**config.mk**
```make
export PLATFORM = sky130hd
export DESIGN_NAME = cdb_arbiter
export DESIGN_NICKNAME = d
export VERILOG_FILES = /design/src/rtl/cdb_arbiter.sv
export SDC_FILE = /design/constraint.sdc
export NUM_CORES = 1
export LEC_CHECK = 0
export CAP_MARGIN = 0
export CORE_MARGIN = 5
export CORE_UTILIZATION = 25
export CTS_BUF_LIST = sky130_fd_sc_hd__clkbuf_4 sky130_fd_sc_hd__clkbuf_8
export DETAILED_ROUTE_END_ITERATION = 12
export GPL_ROUTABILITY_DRIVEN = 0
export PLACE_DENSITY = 0.54
export SLEW_MARGIN = 20
export SYNTH_ARGS = -nofsm -noshare
export SYNTH_HDL_FRONTEND = slang
export SYNTH_SLANG_ARGS = --single-unit
```
**constraint.sdc**
```tcl
create_clock -name clk -period 7.6 [get_ports clk]
set_clock_uncertainty 0.1 [all_clocks]
set_input_delay 1.52 -clock clk [delete_from_list [all_inputs] [get_ports clk]]
set_output_delay 1.52 -clock clk [all_outputs]
set_load 0.005 [all_outputs]
```
**src/rtl/cdb_arbiter.sv**
```systemverilog
// Common-data-bus writeback arbiter: one holding slot per functional unit,
// round-robin grant onto a registered CDB broadcast, flushed on jump commit.
module cdb_arbiter #(
    parameter  int NUM_FU    = 4,
    parameter  int ROB_DEPTH = 16,
    parameter  int PS_WIDTH  = 6,
    parameter  int AR_WIDTH  = 5,
    parameter  int DATA_W    = 32,
    localparam int RW        = $clog2(ROB_DEPTH),
    localparam int SW        = (NUM_FU > 1) ? $clog2(NUM_FU) : 1
) (
    input  logic                       clk,
    input  logic                       rst,
    input  logic                       flush,
    input  logic [NUM_FU-1:0]          fu_valid,
    output logic [NUM_FU-1:0]          fu_ready,
    input  logic [NUM_FU*RW-1:0]       fu_rob_idx,
    input  logic [NUM_FU*PS_WIDTH-1:0] fu_pd,
    input  logic [NUM_FU*AR_WIDTH-1:0] fu_rd,
    input  logic [NUM_FU*DATA_W-1:0]   fu_result,
    output logic                       cdb_valid,
    output logic [RW-1:0]              cdb_rob_idx,
    output logic [PS_WIDTH-1:0]        cdb_pd,
    output logic [AR_WIDTH-1:0]        cdb_rd,
    output logic [DATA_W-1:0]          cdb_result,
    output logic [SW-1:0]              cdb_src,
    output logic [31:0]                perf_conflicts
);

    logic [NUM_FU-1:0]   r_slot_valid;
    logic [RW-1:0]       r_slot_rob    [NUM_FU];
    logic [PS_WIDTH-1:0] r_slot_pd     [NUM_FU];
    logic [AR_WIDTH-1:0] r_slot_rd     [NUM_FU];
    logic [DATA_W-1:0]   r_slot_result [NUM_FU];
    logic [SW-1:0]       r_rr_ptr;

    logic                r_cdb_valid;
    logic [RW-1:0]       r_cdb_rob;
    logic [PS_WIDTH-1:0] r_cdb_pd;
    logic [AR_WIDTH-1:0] r_cdb_rd;
    logic [DATA_W-1:0]   r_cdb_result;
    logic [SW-1:0]       r_cdb_src;
    logic [31:0]         r_perf;

    logic [NUM_FU-1:0]   w_grant;
    logic [NUM_FU-1:0]   w_accept;
    logic                w_found;
    logic [SW-1:0]       w_win;

    function automatic logic [SW-1:0] wrap_idx(input logic [SW-1:0] p, input int k);
        int s;
        s = int'(p) + k;
        if (s >= NUM_FU) s = s - NUM_FU;
        return SW'(s);
    endfunction

    // Scan from rr_ptr upward with wrap; first pending slot wins.
    always_comb begin
        w_grant = '0;
        w_found = 1'b0;
        w_win   = '0;
        for (int k = 0; k < NUM_FU; k++) begin
            if (!w_found && r_slot_valid[wrap_idx(r_rr_ptr, k)]) begin
                w_found = 1'b1;
                w_win   = wrap_idx(r_rr_ptr, k);
            end
        end
        if (w_found) w_grant[w_win] = 1'b1;
    end

    assign fu_ready = {NUM_FU{~flush}} & (~r_slot_valid | w_grant);
    assign w_accept = fu_valid & fu_ready;

    always_ff @(posedge clk) begin
        if (rst || flush) begin
            r_slot_valid <= '0;
        end else begin
            for (int i = 0; i < NUM_FU; i++) begin
                if (w_accept[i]) r_slot_valid[i] <= 1'b1;
                else if (w_grant[i]) r_slot_valid[i] <= 1'b0;
            end
        end
    end

    // Payload carries no reset; it is only observed behind a valid bit.
    always_ff @(posedge clk) begin
        for (int i = 0; i < NUM_FU; i++) begin
            if (w_accept[i]) begin
                r_slot_rob[i]    <= fu_rob_idx[i*RW +: RW];
                r_slot_pd[i]     <= fu_pd[i*PS_WIDTH +: PS_WIDTH];
                r_slot_rd[i]     <= fu_rd[i*AR_WIDTH +: AR_WIDTH];
                r_slot_result[i] <= fu_result[i*DATA_W +: DATA_W];
            end
        end
    end

    always_ff @(posedge clk) begin
        if (rst || flush) begin
            r_rr_ptr <= '0;
        end else if (w_found) begin
            r_rr_ptr <= (w_win == SW'(NUM_FU - 1)) ? '0 : w_win + SW'(1);
        end
    end

    always_ff @(posedge clk) begin
        if (rst) begin
            r_cdb_valid  <= 1'b0;
            r_cdb_rob    <= '0;
            r_cdb_pd     <= '0;
            r_cdb_rd     <= '0;
            r_cdb_result <= '0;
            r_cdb_src    <= '0;
        end else if (flush) begin
            r_cdb_valid <= 1'b0;
        end else if (w_found) begin
            r_cdb_valid  <= 1'b1;
            r_cdb_rob    <= r_slot_rob[w_win];
            r_cdb_pd     <= r_slot_pd[w_win];
            r_cdb_rd     <= r_slot_rd[w_win];
            r_cdb_result <= r_slot_result[w_win];
            r_cdb_src    <= w_win;
        end else begin
            r_cdb_valid <= 1'b0;
        end
    end

    always_ff @(posedge clk) begin
        if (rst) begin
            r_perf <= '0;
        end else if (!flush && ($countones(r_slot_valid) > 1) && (r_perf != 32'hFFFF_FFFF)) begin
            r_perf <= r_perf + 32'd1;
        end
    end

    assign cdb_valid      = r_cdb_valid;
    assign cdb_rob_idx    = r_cdb_rob;
    assign cdb_pd         = r_cdb_pd;
    assign cdb_rd         = r_cdb_rd;
    assign cdb_result     = r_cdb_result;
    assign cdb_src        = r_cdb_src;
    assign perf_conflicts = r_perf;

endmodule

```
Word-level counts from Yosys, hierarchy flattened
Memory sizes are Yosys's and may differ from the RTL's. A register that Yosys moved wholly into a read port is not among the register bits. Cells that the tools add are included.

Memories kept: 4. Bits in writable memories: 188. Input bits: 195. Logic and storage cells: 100. Output and inout port bits: 86. Register bits: 41.

Order comparisons: 11. Bitwise gates (word level): 5. Reduce and logical (&&, ||, !) cells: 17. Muxes and demuxes: 41. Add/subtract/negate cells: 12. Eq/ne operators: 2.

Memories: r_slot_result (words 4, width 32, read ports 1, clocked after memory_dff 1, write ports 4, RTL line 34) `logic [DATA_W-1:0] r_slot_result [NUM_FU];`; r_slot_pd (words 4, width 6, read ports 1, clocked after memory_dff 1, write ports 4, RTL line 32) `logic [PS_WIDTH-1:0] r_slot_pd [NUM_FU];`; r_slot_rd (words 4, width 5, read ports 1, clocked after memory_dff 1, write ports 4, RTL line 33) `logic [AR_WIDTH-1:0] r_slot_rd [NUM_FU];`; r_slot_rob (words 4, width 4, read ports 1, clocked after memory_dff 1, write ports 4, RTL line 31) `logic [RW-1:0] r_slot_rob [NUM_FU];`.

Operators by type and width (count): $add 32x1->32 const B (1); $ne 32x32->1 const B (1); $mux 1 (26); $mux 2 (9); $lt 2x3->1 const B (5); $ge 3x3->1 const B (3); $and 4x4->4 (2); $bmux 1 s2 (4); $reduce_bool 2->1 (4); $sub 2x1->2 const B (4); $add 2x2->3 const B (2); $logic_and 1x1->1 (6); $add 1x1->2 (2); $logic_not 1->1 (4); $mux 4 (1); $not 4->4 (1); $or 4x4->4 (1); $add 2x1->3 const B (1); $add 2x2->3 (1); $ge 2x3->1 const B (1); $gt 3x1->1 const B (1); $add 2x1->2 const B (1); $demux 1 s2 (1); $eq 2x2->1 const B (1); other kinds (5) (5).

Depth between registers and ports, before layout
Gate-level depths: netlist (run 1).

Word-level depth: 24. Depth in mapped cells: 10. Mapped depth without buffers: 8.

Least setup slack after synthesis (run 1)
No wires, ideal clock.

Path kind: input to register. From: input port flush. To: memory r_slot_pd[0][0], enable pin. Setup time: 0.520 ns. Buffers on the path: 2. Arrival: 5.398 ns. Cell stages on the path: 3. Path slack: 1.582 ns. Cell sequence: clkbuf_1 clkbuf_1 nor3b_1.

RTL lines: start, declared (RTL line 14) `input logic flush,`; end, declared (RTL line 32).

Worst setup path after layout (run 1)
From: register r_slot_valid[0]. To: output port fu_ready[3].

Longest elaborated chain between the ends: 19. Elaborated cells on any way between the ends: 30.

RTL lines: start, declared (RTL line 30) `logic [NUM_FU-1:0] r_slot_valid;`; start signal, assigned (RTL line 76) `r_slot_valid <= '0;`; start signal, assigned by index (RTL line 79) `if (w_accept[i]) r_slot_valid[i] <= 1'b1;`; start signal, assigned by index (RTL line 80) `else if (w_grant[i]) r_slot_valid[i] <= 1'b0;`; $bmux 1 s2 (RTL line 63) `if (!w_found && r_slot_valid[wrap_idx(r_rr_ptr, k)]) begin`; $mux 1 (implied by the code) (RTL line 63); $mux 1 (RTL line 63); $logic_not 1->1 (RTL line 63); $logic_and 1x1->1 (RTL line 63); $mux 1 (RTL line 63); $logic_not 1->1 (RTL line 63); $logic_and 1x1->1 (RTL line 63); [3 not listed]; $mux 2 (RTL line 63); $lt 2x3->1 (implied by the code) / $ge 2x1->1 (equally long branches) (RTL line 68) `if (w_found) w_grant[w_win] = 1'b1;`; $logic_and 1x1->1 (implied by the code) (RTL line 68); $mux 1 (implied by the code) (RTL line 68); $demux 1 s2 (RTL line 68); $mux 4 (*) (RTL line 68); $or 4x4->4 (*) (RTL line 71) `assign fu_ready = {NUM_FU{~flush}} & (~r_slot_valid | w_grant);`; $and 4x4->4 (*) (RTL line 71); end, declared (RTL line 16) `output logic [NUM_FU-1:0] fu_ready,`.

Every way passes the cells marked *; elsewhere a longest branch is shown, timed or not. The select of a mux whose other input is x is not followed.

==> results of run 1 <==
-- cell families (layout without fill, tap and decap cells) --
family | Yosys count | in the layout | share of synthesized area
other cells | 0 | 3 | 0
xor+xnor | 5 | 5 | 0.00422
mux | 98 | 98 | 0.0949
simple gates | 155 | 155 | 0.0787
compound gates | 121 | 121 | 0.0840
buf+inv | 42 | 388 | 0.0194
flops | 276 | 276 | 0.714
fa+ha+maj | 3 | 3 | 0.00434
-- worst max-delay path by stage --
stage | end | slack [ns]
CTS | fu_ready[3] | 2.65
global placement | fu_ready[3] | 2.94
detailed placement | fu_ready[3] | 2.92
global route | fu_ready[3] | 2.50
floorplan | r_slot_pd[0][0]$_DFFE_PP_ | 1.58
finish | fu_ready[3] | 2.83
-- Yosys cell counts (2+ instances only) --
library cell | count | share of area
sky130_fd_sc_hd__a21oi_1 | 30 | 0.014
sky130_fd_sc_hd__and2_1 | 2 | 0.0012
sky130_fd_sc_hd__and4_1 | 4 | 0.0034
sky130_fd_sc_hd__buf_2 | 20 | 0.0097
sky130_fd_sc_hd__buf_4 | 3 | 0.0022
sky130_fd_sc_hd__clkbuf_1 | 9 | 0.0033
sky130_fd_sc_hd__dfxtp_1 | 88 | 0.17
sky130_fd_sc_hd__edfxtp_1 | 188 | 0.54
sky130_fd_sc_hd__ha_1 | 2 | 0.0024
sky130_fd_sc_hd__inv_1 | 9 | 0.0033
sky130_fd_sc_hd__mux2i_1 | 96 | 0.093
sky130_fd_sc_hd__nand2_1 | 63 | 0.023
sky130_fd_sc_hd__nand3_1 | 8 | 0.0039
sky130_fd_sc_hd__nand4_1 | 10 | 0.0060
sky130_fd_sc_hd__nor2_1 | 20 | 0.0072
sky130_fd_sc_hd__nor2b_1 | 5 | 0.0030
sky130_fd_sc_hd__nor3_1 | 5 | 0.0024
sky130_fd_sc_hd__nor3b_1 | 3 | 0.0022
sky130_fd_sc_hd__nor4_1 | 3 | 0.0018
sky130_fd_sc_hd__o21a_1 | 4 | 0.0029
sky130_fd_sc_hd__o21ai_0 | 22 | 0.011
sky130_fd_sc_hd__o221ai_1 | 47 | 0.040
sky130_fd_sc_hd__o31ai_1 | 5 | 0.0036
sky130_fd_sc_hd__or3_1 | 20 | 0.012
sky130_fd_sc_hd__or4_1 | 4 | 0.0029
sky130_fd_sc_hd__xnor2_1 | 3 | 0.0025
sky130_fd_sc_hd__xor2_1 | 2 | 0.0017
-- critical path, stage by stage, from the launching register on --
cell and delay (ns):
sky130_fd_sc_hd__dfxtp_1 0.44, sky130_fd_sc_hd__nor2b_1 0.23, sky130_fd_sc_hd__o21ba_1 0.18, sky130_fd_sc_hd__a211o_4 0.60, sky130_fd_sc_hd__inv_1 0.17, sky130_fd_sc_hd__ha_1 0.25
sky130_fd_sc_hd__nor2b_1 0.14, sky130_fd_sc_hd__nor2_1 0.07, sky130_fd_sc_hd__clkdlybuf4s50_1 0.48
-- final cells by class --
| cell class | instances | area [sq um] | share of cell area |
|---|---|---|---|
| inverter | 9 | 33.8 | 0.00228 |
| sequential | 276 | 7410 | 0.499 |
| timing repair buffer | 289 | 2870 | 0.194 |
| antenna | 3 | 7.51 | 0.000506 |
| clock buffer | 70 | 851 | 0.0574 |
| multi-input combinational | 382 | 2800 | 0.189 |
| tap | 532 | 666 | 0.0449 |
| clock inverter | 20 | 198 | 0.0133 |
-- through the flow --
| step | instance area, sq um | cells | total power, uW | utilization |
|---|---|---|---|---|
| 3_3_place_gp | 13800 | 1488 | 2060 | 0.337 |
| 3_5_place_dp | 13800 | 1488 | 2060 | 0.337 |
| 4_1_cts | 14800 | 1578 | 3560 | 0.362 |
| 6_report | 14800 | 1581 | 3490 | 0.362 |
| 5_1_grt | 14800 | 1578 | 3640 | 0.362 |
| 2_1_floorplan | 10400 | 700 | 1860 | - |
-- metal layers --
layer	track usage	part of all wire	vias up
met1	0.161	0.42	3395
met5	0	0.0013	-
met3	0.0392	0.072	51
met2	0.209	0.48	241
li1	-	-	3351
met4	0.0458	0.024	4
-- registers in the layout (all words and copies together) (netlist names), 5 cells and up --
signal          count
r_slot_result     128
r_slot_rob         16
r_slot_pd          24
perf_conflicts     32
cdb_pd              6
cdb_rd              5
r_slot_rd          20
cdb_result         32
-- power by group through the flow --
stage	sequential, uW	clock [uW]	combinational [uW]
floorplan	1740	0	119
global placement	1740	0	318
detailed placement	1740	0	321
CTS	1710	1530	322
global route	1710	1590	339
finish	1710	1470	314
==> reports/qor.json, run 1 <==
{
  "internal-power_uw": 2720,
  "core_region_area_sq_um": 40900,
  "layout_commonest_cell": "sky130_fd_sc_hd__clkdlybuf4s50_1",
  "critical_path_peak_fanout": 45,
  "hold_buffers": 0,
  "timing.final.max_slew_violations": 0,
  "clk_path_buf_depth": 3,
  "post_synth_edffs": 188,
  "initial_core_util": 0.253,
  "fp.dieH_um": 214,
  "vdd.ir_drop.worst_v": 0.000122,
  "cts_resized": 0,
  "timing_worst_setup_path_type": "flop to primary output",
  "ctsRootBufferMaster": "sky130_fd_sc_hd__clkbuf_8",
  "syn_avg_cell_area_sq_um": 14.8,
  "r2r_cells": 9,
  "route.detailed.vias_per_inst": 4.45,
  "leakage_uw": 0.00543,
  "post-cts-setup-buffer-count": 0,
  "nets_in_the_synthesized_netlist": 898,
  "timing_worst_slew_pin_value_ns": 1.01,
  "hold_start": "cdb_pd[1]$_SDFFE_PP0P_",
  "crit_path_start_kind": "flop",
  "hold_end": "cdb_pd[1]$_SDFFE_PP0P_",
  "grt_util_all_layers": 0.128,
  "hold_viol": 0,
  "detail-route-antenna-nets": 0,
  "ys_ff_latch": 276,
  "drc": 0,
  "detail_route.wirelength_um": 30100,
  "worst_hold_path_type": "flop to flop",
  "grt_first_pass_wirelength_um": 44300,
  "cap_violations": 0,
  "cts_inserted_buffers": 49,
  "dp_worst_setup_slack_ns": 2.92,
  "achievable-frequency_mhz": 210,
  "cellPowerDensity_nw_per_um2": 235,
  "arrival_time_of_data_at_the_critical_path_endpoint_ns": 3.15,
  "setup.worst_path.start": "r_slot_valid[0]$_SDFFE_PP0P_",
  "die-area_sq_um": 45600,
  "finalSetupViolCount": 0,
  "grt_overflow": 0,
  "reg2reg_to": "r_slot_result[3][17]$_DFFE_PP_",
  "cts_max_level": 2,
  "max_slew_margin": 0.325,
  "synth-main-ff-cell": "sky130_fd_sc_hd__edfxtp_1",
  "synthToLayoutAreaGrowth_pct": 43.0,
  "yosysWarnings": 0,
  "seq_area_frac_synth": 0.714,
  "postSynthCellCount": 700,
  "grt_antenna_before_repair": 2,
  "num-fill-cells": 4036,
  "grt_pass1_vias": 7443,
  "grt_start_max_net_pins": 55,
  "floorplan.die.width_um": 214,
  "synth_area_sq_um": 10400,
  "drt-pass1-iter-count": 4,
  "num-nets-final": 1205,
  "hold_ws_ns": 0.357,
  "critPathCaptureType": "primary output",
  "outcome": "completed",
  "crit-reg2reg-launch": "r_slot_valid[0]$_SDFFE_PP0P_",
  "setup_tns_ns": 0,
  "worstSkewPairLatency_ns": 0.59,
  "clkTransAtPathRegs_ns": 0.06,
  "top_level_ports": 281,
  "final.min_clock_period_ns": 4.77,
  "fp-row-count": 74,
  "cts_tree": "done",
  "dpl.hpwl_um": 19300,
  "post_route_cells_drive_above_1_share": 0.108,
  "vias": 7042,
  "io_buffer_count": 280,
  "timing.critical_path.required_ns": 5.98,
  "ff2ff_setup_slack_ns": 4.06,
  "power.share.switching": 0.222,
  "mostFrequentLayoutCells": "sky130_fd_sc_hd__clkdlybuf4s50_1, sky130_fd_sc_hd__edfxtp_1, sky130_fd_sc_hd__mux2i_1",
  "synth_cell_type_count": 52,
  "final_min_period_over_clock_period": 0.627,
  "cts_sinks": 276,
  "sequentialPowerShare": 0.489,
  "whs_path_depth": 2,
  "drt-initial-drc-count": 403,
  "power.share.combinational": 0.090,
  "avgRoutedWirePerCell_um": 19.1,
  "power.share.clock": 0.421,
  "power.switching_uw": 775,
  "rsz_0062_raised_after_global_routing": "no",
  "final.setup.worst_slack_ns": 2.83,
  "async_reset_ff_frac": 0
}
Power figures use the tool's default switching activity.
==> inputs of run 2 (changes only) <==
==> constraint.sdc (replaced) <==
create_clock -name clk -period 4.6 [get_ports clk]
set_clock_uncertainty 0.1 [all_clocks]
set_input_delay 0.92 -clock clk [delete_from_list [all_inputs] [get_ports clk]]
set_output_delay 0.92 -clock clk [all_outputs]
set_load 0.005 [all_outputs]
==> reports/qor.json, run 2 (synthesis gave the netlist of run 1 again) <==
{
  "worstSkewPairLatency": {"value": 0.60, "unit": "ns", "change": "was 0.59 ns"},
  "largest-register": {"value": "r_slot_result", "change": "unchanged"},
  "core_region_area": {"value": 40900, "unit": "sq um", "change": "unchanged"},
  "achievable-frequency_mhz": 252,
  "drc": {"value": 0, "change": "unchanged"},
  "die-area": {"value": 45600, "unit": "sq um", "change": "unchanged"},
  "outcome": {"value": "completed", "change": "unchanged"},
  "dp_worst_setup_slack": {"value": 1.24, "unit": "ns", "change": "was 2.92 ns"},
  "drt-pass1-iter-count": {"value": 4, "change": "unchanged"},
  "worst_hold_path_type": {"value": "flop to flop", "change": "unchanged"},
  "whs_path_depth": {"value": 2, "change": "unchanged"},
  "post-cts-setup-buffer-count": {"value": 0, "change": "unchanged"},
  "numPlacedInstances": {"value": 1492, "change": "was 1488"},
  "grt_antenna_before_repair": {"value": 7, "change": "was 2"},
  "grt_util_all_layers": {"value": 0.131, "change": "was 0.128"},
  "cts_tree": {"value": "done", "change": "unchanged"},
  "grt_start_max_net_pins": {"value": 48, "change": "was 55"},
  "arrival_time_of_data_at_the_critical_path_endpoint": {"value": 2.95, "unit": "ns", "change": "was 3.15 ns"},
  "hold_viol": {"value": 0, "change": "unchanged"},
  "detail-route-antenna-nets": {"value": 0, "change": "unchanged"},
  "final.min_clock_period_ns": 3.97,
  "num-nets-final": {"value": 1209, "change": "was 1205"},
  "reg2reg_to": {"value": "cdb_result[15]$_SDFFE_PP0P_", "change": "was r_slot_result[3][17]$_DFFE_PP_"},
  "layout_commonest_cell": {"value": "sky130_fd_sc_hd__clkdlybuf4s50_1", "change": "unchanged"},
  "mostFrequentLayoutCells": {"value": "sky130_fd_sc_hd__clkdlybuf4s50_1, sky130_fd_sc_hd__edfxtp_1, sky130_fd_sc_hd__mux2i_1", "change": "unchanged"},
  "grt_first_pass_wirelength": {"value": 45400, "unit": "um", "change": "was 44300 um"},
  "finalSetupViolCount": {"value": 0, "change": "unchanged"},
  "timing_worst_slew_pin_value": {"value": 0.797, "unit": "ns", "change": "was 1.01 ns"},
  "critical_path_peak_fanout": {"value": 25, "change": "was 45"},
  "max_slew_margin": {"value": 0.469, "change": "was 0.325"},
  "hold_buffers": {"value": 0, "change": "unchanged"},
  "avgRoutedWirePerCell": {"value": 19.3, "unit": "um", "change": "was 19.1 um"},
  "io_buffer_count": {"value": 280, "change": "unchanged"},
  "p_total": {"value": 5820, "unit": "uW", "change": "was 3490 uW"},
  "final.setup.worst_slack": {"value": 0.628, "unit": "ns", "change": "was 2.83 ns"},
  "cts_sinks": {"value": 276, "change": "unchanged"},
  "ctsRootBufferMaster": {"value": "sky130_fd_sc_hd__clkbuf_8", "change": "unchanged"},
  "crit-reg2reg-launch": {"value": "r_slot_valid[0]$_SDFFE_PP0P_", "change": "unchanged"},
  "cap_violations": {"value": 0, "change": "unchanged"},
  "hold_start": {"value": "cdb_result[19]$_SDFFE_PP0P_", "change": "was cdb_pd[1]$_SDFFE_PP0P_"},
  "route.detailed.vias_per_inst": {"value": 4.46, "change": "was 4.45"},
  "met2_wirelength": {"value": 14600, "unit": "um", "change": "was 14400 um"},
  "grt_overflow": {"value": 0, "change": "unchanged"},
  "hold_end": {"value": "cdb_result[19]$_SDFFE_PP0P_", "change": "was cdb_pd[1]$_SDFFE_PP0P_"},
  "synthToLayoutAreaGrowth": {"value": 44.4, "unit": "%", "change": "was 43.0%"},
  "clkTransAtPathRegs": {"value": 0.06, "unit": "ns", "change": "about the same"},
  "vias": {"value": 7069, "change": "was 7042"},
  "initial_core_util": {"value": 0.253, "change": "unchanged"},
  "clk_path_buf_depth": {"value": 3, "change": "unchanged"},
  "grt_pass1_vias": {"value": 7631, "change": "was 7443"},
  "final_min_period_over_clock_period": 0.864,
  "cts_max_level": {"value": 2, "change": "unchanged"},
  "r2r_cells": {"value": 7, "change": "was 9"},
  "wl_met1": {"value": 12600, "unit": "um", "change": "was 12800 um"},
  "crit_path_start_kind": {"value": "flop", "change": "unchanged"},
  "top_level_ports": {"value": 281, "change": "unchanged"},
  "cts_resized": {"value": 0, "change": "unchanged"},
  "detail_route_met3_wl": {"value": 2500, "unit": "um", "change": "was 2180 um"},
  "leakage": {"value": 0.00549, "unit": "uW", "change": "was 0.00543 uW"},
  "largest_register_ffs": {"value": 128, "change": "unchanged"},
  "cts_inserted_buffers": {"value": 49, "change": "unchanged"},
  "vdd.ir_drop.worst": {"value": 0.000205, "unit": "V", "change": "was 0.000122 V"},
  "floorplan.die.width": {"value": 214, "unit": "um", "change": "unchanged"},
  "timing.final.max_slew_violations": {"value": 0, "change": "unchanged"},
  "drt-initial-drc-count": {"value": 380, "change": "was 403"},
  "fp-row-count": {"value": 74, "change": "unchanged"},
  "fp.dieH": {"value": 214, "unit": "um", "change": "unchanged"},
  "timing_worst_setup_path_type": {"value": "flop to primary output", "change": "unchanged"},
  "post_route_cells_drive_above_1_share": {"value": 0.113, "change": "was 0.108"},
  "ff2ff_setup_slack": {"value": 1.39, "unit": "ns", "change": "was 4.06 ns"},
  "rsz_0062_raised_after_global_routing": {"value": "no", "change": "unchanged"},
  "critPathCaptureType": {"value": "primary output", "change": "unchanged"},
  "routed.top_layer": {"value": "met5", "change": "unchanged"},
  "cellPowerDensity": {"value": 389, "unit": "nW/um^2", "change": "was 235 nW/um^2"},
  "timing.critical_path.required": {"value": 3.58, "unit": "ns", "change": "was 5.98 ns"},
  "detail_route.wirelength": {"value": 30600, "unit": "um", "change": "was 30100 um"},
  "dpl.hpwl": {"value": 20300, "unit": "um", "change": "was 19300 um"},
  "instances_no_fill": {"value": 1585, "change": "was 1581"}
}
[run 2: changes by cell type in the layout (fill, tap and decap cells not counted), sizes merged]
| cell | before | now |
|---|---|---|
| bufinv | 4 | 2 |
| clkinv | 14 | 10 |
| buf | 9 | 13 |
| clkbuf | 70 | 77 |
| diode | 3 | 2 |
[run 2: final cells by class]
| type | instances | area (sq um) |
|---|---|---|
| repair buffers | 293 | 2960 |
| diodes | 2 | 5.00 |
| well taps | 532 | 666 |
| flip-flops and latches | 276 | 7410 |
| fillers | 3927 | 26000 |
| inverters | 9 | 33.8 |
| clock buffers | 77 | 960 |
| clock inverters | 14 | 130 |
| multi-input cells | 382 | 2800 |
[run 2: critical path, cell delays in order, from the launching register on]
cell and delay, ns:
sky130_fd_sc_hd__dfxtp_1 0.49, sky130_fd_sc_hd__nor2b_1 0.09, sky130_fd_sc_hd__o21ba_1 0.18, sky130_fd_sc_hd__a211o_4 0.49
sky130_fd_sc_hd__inv_1 0.18, sky130_fd_sc_hd__ha_1 0.19, sky130_fd_sc_hd__nor2b_1 0.06, sky130_fd_sc_hd__nor2_1 0.13
sky130_fd_sc_hd__clkdlybuf4s50_1 0.55
[run 2: worst max-delay path by stage]
stage,start,to,cells past startpoint
floorplan,flush,r_slot_pd[0][0]$_DFFE_PP_,3
global placement,r_slot_valid[1]$_SDFFE_PP0P_,fu_ready[3],8
detailed placement,r_slot_valid[0]$_SDFFE_PP0P_,fu_ready[1],7
CTS,r_slot_valid[1]$_SDFFE_PP0P_,fu_ready[3],8
global route,r_slot_valid[0]$_SDFFE_PP0P_,fu_ready[1],7
finish,r_slot_valid[1]$_SDFFE_PP0P_,fu_ready[3],8
[run 2: per-layer routing]
metal | track usage | vias to the layer above
met2 | 0.211 | 244
met3 | 0.0467 | 64
li1 | - | 3351
met4 | 0.0471 | 10
met5 | 0 | -
met1 | 0.165 | 3400
[run 2: metrics by stage]
stage / instance area [sq um] / utilization / setup TNS (ns) / hold WS [ns]
2_1_floorplan: 10400 / - / -77.76 / 0.357
3_3_place_gp: 13900 / 0.339 / 0 / 0.345
3_5_place_dp: 13900 / 0.339 / 0 / 0.350
4_1_cts: 15000 / 0.366 / 0 / 0.364
5_1_grt: 15000 / 0.366 / 0 / 0.386
6_report: 15000 / 0.366 / 0 / 0.360
[run 2: report_power, final]
| part | total, uW | switching, uW | internal (uW) |
|---|---|---|---|
| clock | 2470 | 1030 | 1440 |
| sequential | 2820 | 45.5 | 2780 |
| combinational | 530 | 230 | 300 |
==> inputs of run 3 (changes only) <==
--- a/config.mk
+++ b/config.mk
@@ -7,11 +7,11 @@
 export LEC_CHECK = 0
 export CAP_MARGIN = 0
 export CORE_MARGIN = 5
-export CORE_UTILIZATION = 25
+export CORE_UTILIZATION = 40
 export CTS_BUF_LIST = sky130_fd_sc_hd__clkbuf_4 sky130_fd_sc_hd__clkbuf_8
 export DETAILED_ROUTE_END_ITERATION = 12
 export GPL_ROUTABILITY_DRIVEN = 0
-export PLACE_DENSITY = 0.54
+export PLACE_DENSITY = 0.75
 export SLEW_MARGIN = 20
 export SYNTH_ARGS = -nofsm -noshare
 export SYNTH_HDL_FRONTEND = slang
==> reports/qor.json, run 3 (synthesis gave the netlist of run 1 again) <==
{
  "sequentialPowerShare": {"value": 0.504, "change": "was 0.485"},
  "num-nets-final": {"value": 1204, "change": "was 1209"},
  "io_buffer_count": {"value": 280, "change": "unchanged"},
  "hold_buffers": {"value": 0, "change": "unchanged"},
  "detail-route-antenna-nets": {"value": 0, "change": "unchanged"},
  "vdd.ir_drop.worst": {"value": 0.000268, "unit": "V", "change": "was 0.000205 V"},
  "rsz_0062_raised_after_global_routing": {"value": "no", "change": "unchanged"},
  "path_buf_inv": {"value": 2, "change": "unchanged"},
  "numPlacedInstances": {"value": 1294, "change": "was 1492"},
  "critical_path_peak_fanout": {"value": 7, "change": "was 25"},
  "achievable-frequency": {"value": 250, "unit": "MHz", "change": "was 252 MHz"},
  "finalSetupViolCount": {"value": 0, "change": "unchanged"},
  "initial_core_util": {"value": 0.402, "change": "was 0.253"},
  "detail_route.wirelength": {"value": 27100, "unit": "um", "change": "was 30600 um"},
  "timing.critical_path.required": {"value": 3.58, "unit": "ns", "change": "about the same"},
  "grt_first_pass_wirelength": {"value": 40700, "unit": "um", "change": "was 45400 um"},
  "power.share.switching": {"value": 0.217, "change": "was 0.224"},
  "timing.final.max_slew_violations": {"value": 0, "change": "unchanged"},
  "cellPowerDensity": {"value": 386, "unit": "nW/um^2", "change": "was 389 nW/um^2"},
  "post-cts-setup-buffer-count": {"value": 0, "change": "unchanged"},
  "ctsRootBufferMaster": {"value": "sky130_fd_sc_hd__clkbuf_8", "change": "unchanged"},
  "cts_tree": {"value": "done", "change": "unchanged"},
  "crit_family": {"value": "buffers and inverters", "change": "unchanged"},
  "die-area": {"value": 29200, "unit": "sq um", "change": "was 45600 sq um"},
  "timing_worst_slew_pin_value": {"value": 1.11, "unit": "ns", "change": "was 0.797 ns"},
  "top_level_ports": {"value": 281, "change": "unchanged"},
  "antenna_cells_inserted": {"value": 0, "change": "was 2"},
  "arrival_time_of_data_at_the_critical_path_endpoint": {"value": 2.99, "unit": "ns", "change": "was 2.95 ns"},
  "critical-path-slowest-cell": {"value": "sky130_fd_sc_hd__o21ai_0", "change": "was sky130_fd_sc_hd__clkdlybuf4s50_1"},
  "avgRoutedWirePerCell": {"value": 19.7, "unit": "um", "change": "was 19.3 um"},
  "core_region_area": {"value": 25800, "unit": "sq um", "change": "was 40900 sq um"},
  "cts_sinks": {"value": 276, "change": "unchanged"},
  "power.share.clock": {"value": 0.404, "change": "was 0.424"},
  "reg2reg_to": {"value": "cdb_result[0]$_SDFFE_PP0P_", "change": "was cdb_result[15]$_SDFFE_PP0P_"},
  "cap_violations": {"value": 0, "change": "unchanged"},
  "critical_path.endpoint": {"value": "fu_ready[3]", "change": "unchanged"},
  "crit-reg2reg-launch": {"value": "r_slot_valid[0]$_SDFFE_PP0P_", "change": "unchanged"},
  "synthToLayoutAreaGrowth": {"value": 40.2, "unit": "%", "change": "was 44.4%"},
  "crit_path_start_kind": {"value": "flop", "change": "unchanged"},
  "mostFrequentLayoutCells": {"value": "sky130_fd_sc_hd__clkdlybuf4s50_1, sky130_fd_sc_hd__edfxtp_1, sky130_fd_sc_hd__mux2i_1", "change": "unchanged"},
  "max_slew_margin": {"value": 0.257, "change": "was 0.469"},
  "drc": {"value": 0, "change": "unchanged"},
  "grt_overflow": {"value": 0, "change": "unchanged"},
  "cts_resized": {"value": 0, "change": "unchanged"},
  "largest-register": {"value": "r_slot_result", "change": "unchanged"},
  "finalCoreUtilization": {"value": 0.564, "change": "was 0.366"},
  "dpl.hpwl": {"value": 18600, "unit": "um", "change": "was 20300 um"},
  "ff2ff_setup_slack": {"value": 1.41, "unit": "ns", "change": "was 1.39 ns"},
  "fp.dieH": {"value": 171, "unit": "um", "change": "was 214 um"},
  "worst_hold_path_type": {"value": "flop to flop", "change": "unchanged"},
  "drt-pass1-iter-count": {"value": 5, "change": "was 4"},
  "critPathCaptureType": {"value": "primary output", "change": "unchanged"},
  "outcome": {"value": "completed", "change": "unchanged"},
  "instances_no_fill": {"value": 1376, "change": "was 1585"},
  "critical_path_cell_count": {"value": 8, "change": "unchanged"},
  "clkTransAtPathRegs": {"value": 0.06, "unit": "ns", "change": "about the same"},
  "internal-power": {"value": 4390, "unit": "uW", "change": "was 4520 uW"},
  "final_min_period_over_clock_period": {"value": 0.871, "change": "was 0.864"},
  "route.detailed.vias_per_inst": {"value": 5.14, "change": "was 4.46"},
  "cts_max_level": {"value": 2, "change": "unchanged"},
  "max_stage_delay": {"value": 0.51, "unit": "ns", "change": "was 0.55 ns"},
  "largest_register_ffs": {"value": 128, "change": "unchanged"},
  "grt_start_max_net_pins": {"value": 62, "change": "was 48"},
  "fp-row-count": {"value": 59, "change": "was 74"},
  "grt_util_all_layers": {"value": 0.180, "change": "was 0.131"},
  "r2r_cells": {"value": 7, "change": "unchanged"},
  "hold_viol": {"value": 0, "change": "unchanged"},
  "clk_path_buf_depth": {"value": 3, "change": "unchanged"},
  "post_route_cells_drive_above_1_share": {"value": 0.105, "change": "was 0.113"},
  "timing_worst_setup_path_type": {"value": "flop to primary output", "change": "unchanged"},
  "worstSkewPairLatency": {"value": 0.53, "unit": "ns", "change": "was 0.60 ns"},
  "vias": {"value": 7070, "change": "was 7069"},
  "power.share.combinational": {"value": 0.092, "change": "was 0.091"},
  "power.switching": {"value": 1220, "unit": "uW", "change": "was 1300 uW"},
  "drt-initial-drc-count": {"value": 450, "change": "was 380"},
  "setup.worst_path.start": {"value": "r_slot_valid[1]$_SDFFE_PP0P_", "change": "unchanged"},
  "final.min_clock_period": {"value": 4.01, "unit": "ns", "change": "was 3.97 ns"},
  "cts_inserted_buffers": {"value": 45, "change": "was 49"},
  "grt_pass1_vias": {"value": 7214, "change": "was 7631"},
  "grt_antenna_before_repair": {"value": 0, "change": "was 7"},
  "path_cells": {"value": "a21o_1 > a21oi_1 > o21ai_0 > inv_1 > ha_1 > nor2b_1 > nor2_1 > clkdlybuf4s50_1", "change": "was nor2b_1 > o21ba_1 > a211o_4 > inv_1 > ha_1 > nor2b_1 > nor2_1 > clkdlybuf4s50_1"},
  "layout_commonest_cell": {"value": "sky130_fd_sc_hd__clkdlybuf4s50_1", "change": "unchanged"},
  "floorplan.die.width": {"value": 171, "unit": "um", "change": "was 214 um"},
  "leakage": {"value": 0.00541, "unit": "uW", "change": "was 0.00549 uW"}
}
run 3: cell types whose count changed in the layout (fill, tap and decap cells not counted), sizes merged:
cell    change
clkinv      -3
buf         -1
diode       -2
clkbuf      -6
run 3: tightest hold or removal path: cells and delay by family (launching register included):
| kind | cells | cell delay, ns |
|---|---|---|
| DFF | 1 | 0.32 |
| AOI/OAI and AO/OA | 1 | 0.06 |
| and+or+nand+nor | 1 | 0.05 |
run 3: area by class of cell:
class,count,area (sq um)
repair buffers,292,2890
multi-input cells,382,2800
fillers,2025,11200
clock inverters,11,104
clock buffers,71,877
flip-flops and latches,276,7410
inverters,9,33.8
well taps,335,419
run 3: metrics by stage:
stage / setup TNS [ns] / setup WS (ns) / hold WS, ns / power, uW / cell area [sq um]
after global routing: 0 / 0.367 / 0.386 / 5830 / 14500
after global placement: 0 / 1.11 / 0.343 / 3390 / 13600
after CTS: 0 / 0.590 / 0.372 / 5680 / 14500
final: 0 / 0.593 / 0.365 / 5610 / 14500
after detailed placement: 0 / 0.934 / 0.358 / 3400 / 13600
after floorplan: -77.76 / -0.827 / 0.357 / 3070 / 10400
run 3: worst min-delay path by stage:
| stage | from | to | slack, ns | cells after the start |
|---|---|---|---|---|
| 2_1_floorplan | cdb_pd[0]$_SDFFE_PP0P_ | cdb_pd[0]$_SDFFE_PP0P_ | 0.36 | 2 |
| 3_3_place_gp | cdb_pd[2]$_SDFFE_PP0P_ | cdb_pd[2]$_SDFFE_PP0P_ | 0.34 | 2 |
| 3_5_place_dp | cdb_pd[2]$_SDFFE_PP0P_ | cdb_pd[2]$_SDFFE_PP0P_ | 0.36 | 2 |
| 4_1_cts | cdb_pd[2]$_SDFFE_PP0P_ | cdb_pd[2]$_SDFFE_PP0P_ | 0.37 | 2 |
| 5_1_grt | cdb_pd[2]$_SDFFE_PP0P_ | cdb_pd[2]$_SDFFE_PP0P_ | 0.39 | 2 |
| 6_report | cdb_pd[2]$_SDFFE_PP0P_ | cdb_pd[2]$_SDFFE_PP0P_ | 0.36 | 2 |
run 3: power by group through the flow:
stage | clock network [uW] | registers [uW] | logic [uW]
2_1_floorplan | 0 | 2870 | 197
6_report | 2270 | 2820 | 517
4_1_cts | 2330 | 2830 | 525
3_5_place_dp | 0 | 2880 | 523
5_1_grt | 2440 | 2830 | 555
3_3_place_gp | 0 | 2870 | 514
run 3: layer usage:
metal  part of all wire  GRT usage  wire length, um
met5                  0          0                0
met4              0.019     0.0489              518
met3              0.084     0.0527             2270
met2               0.49      0.299            13200
met1               0.41      0.230            11100
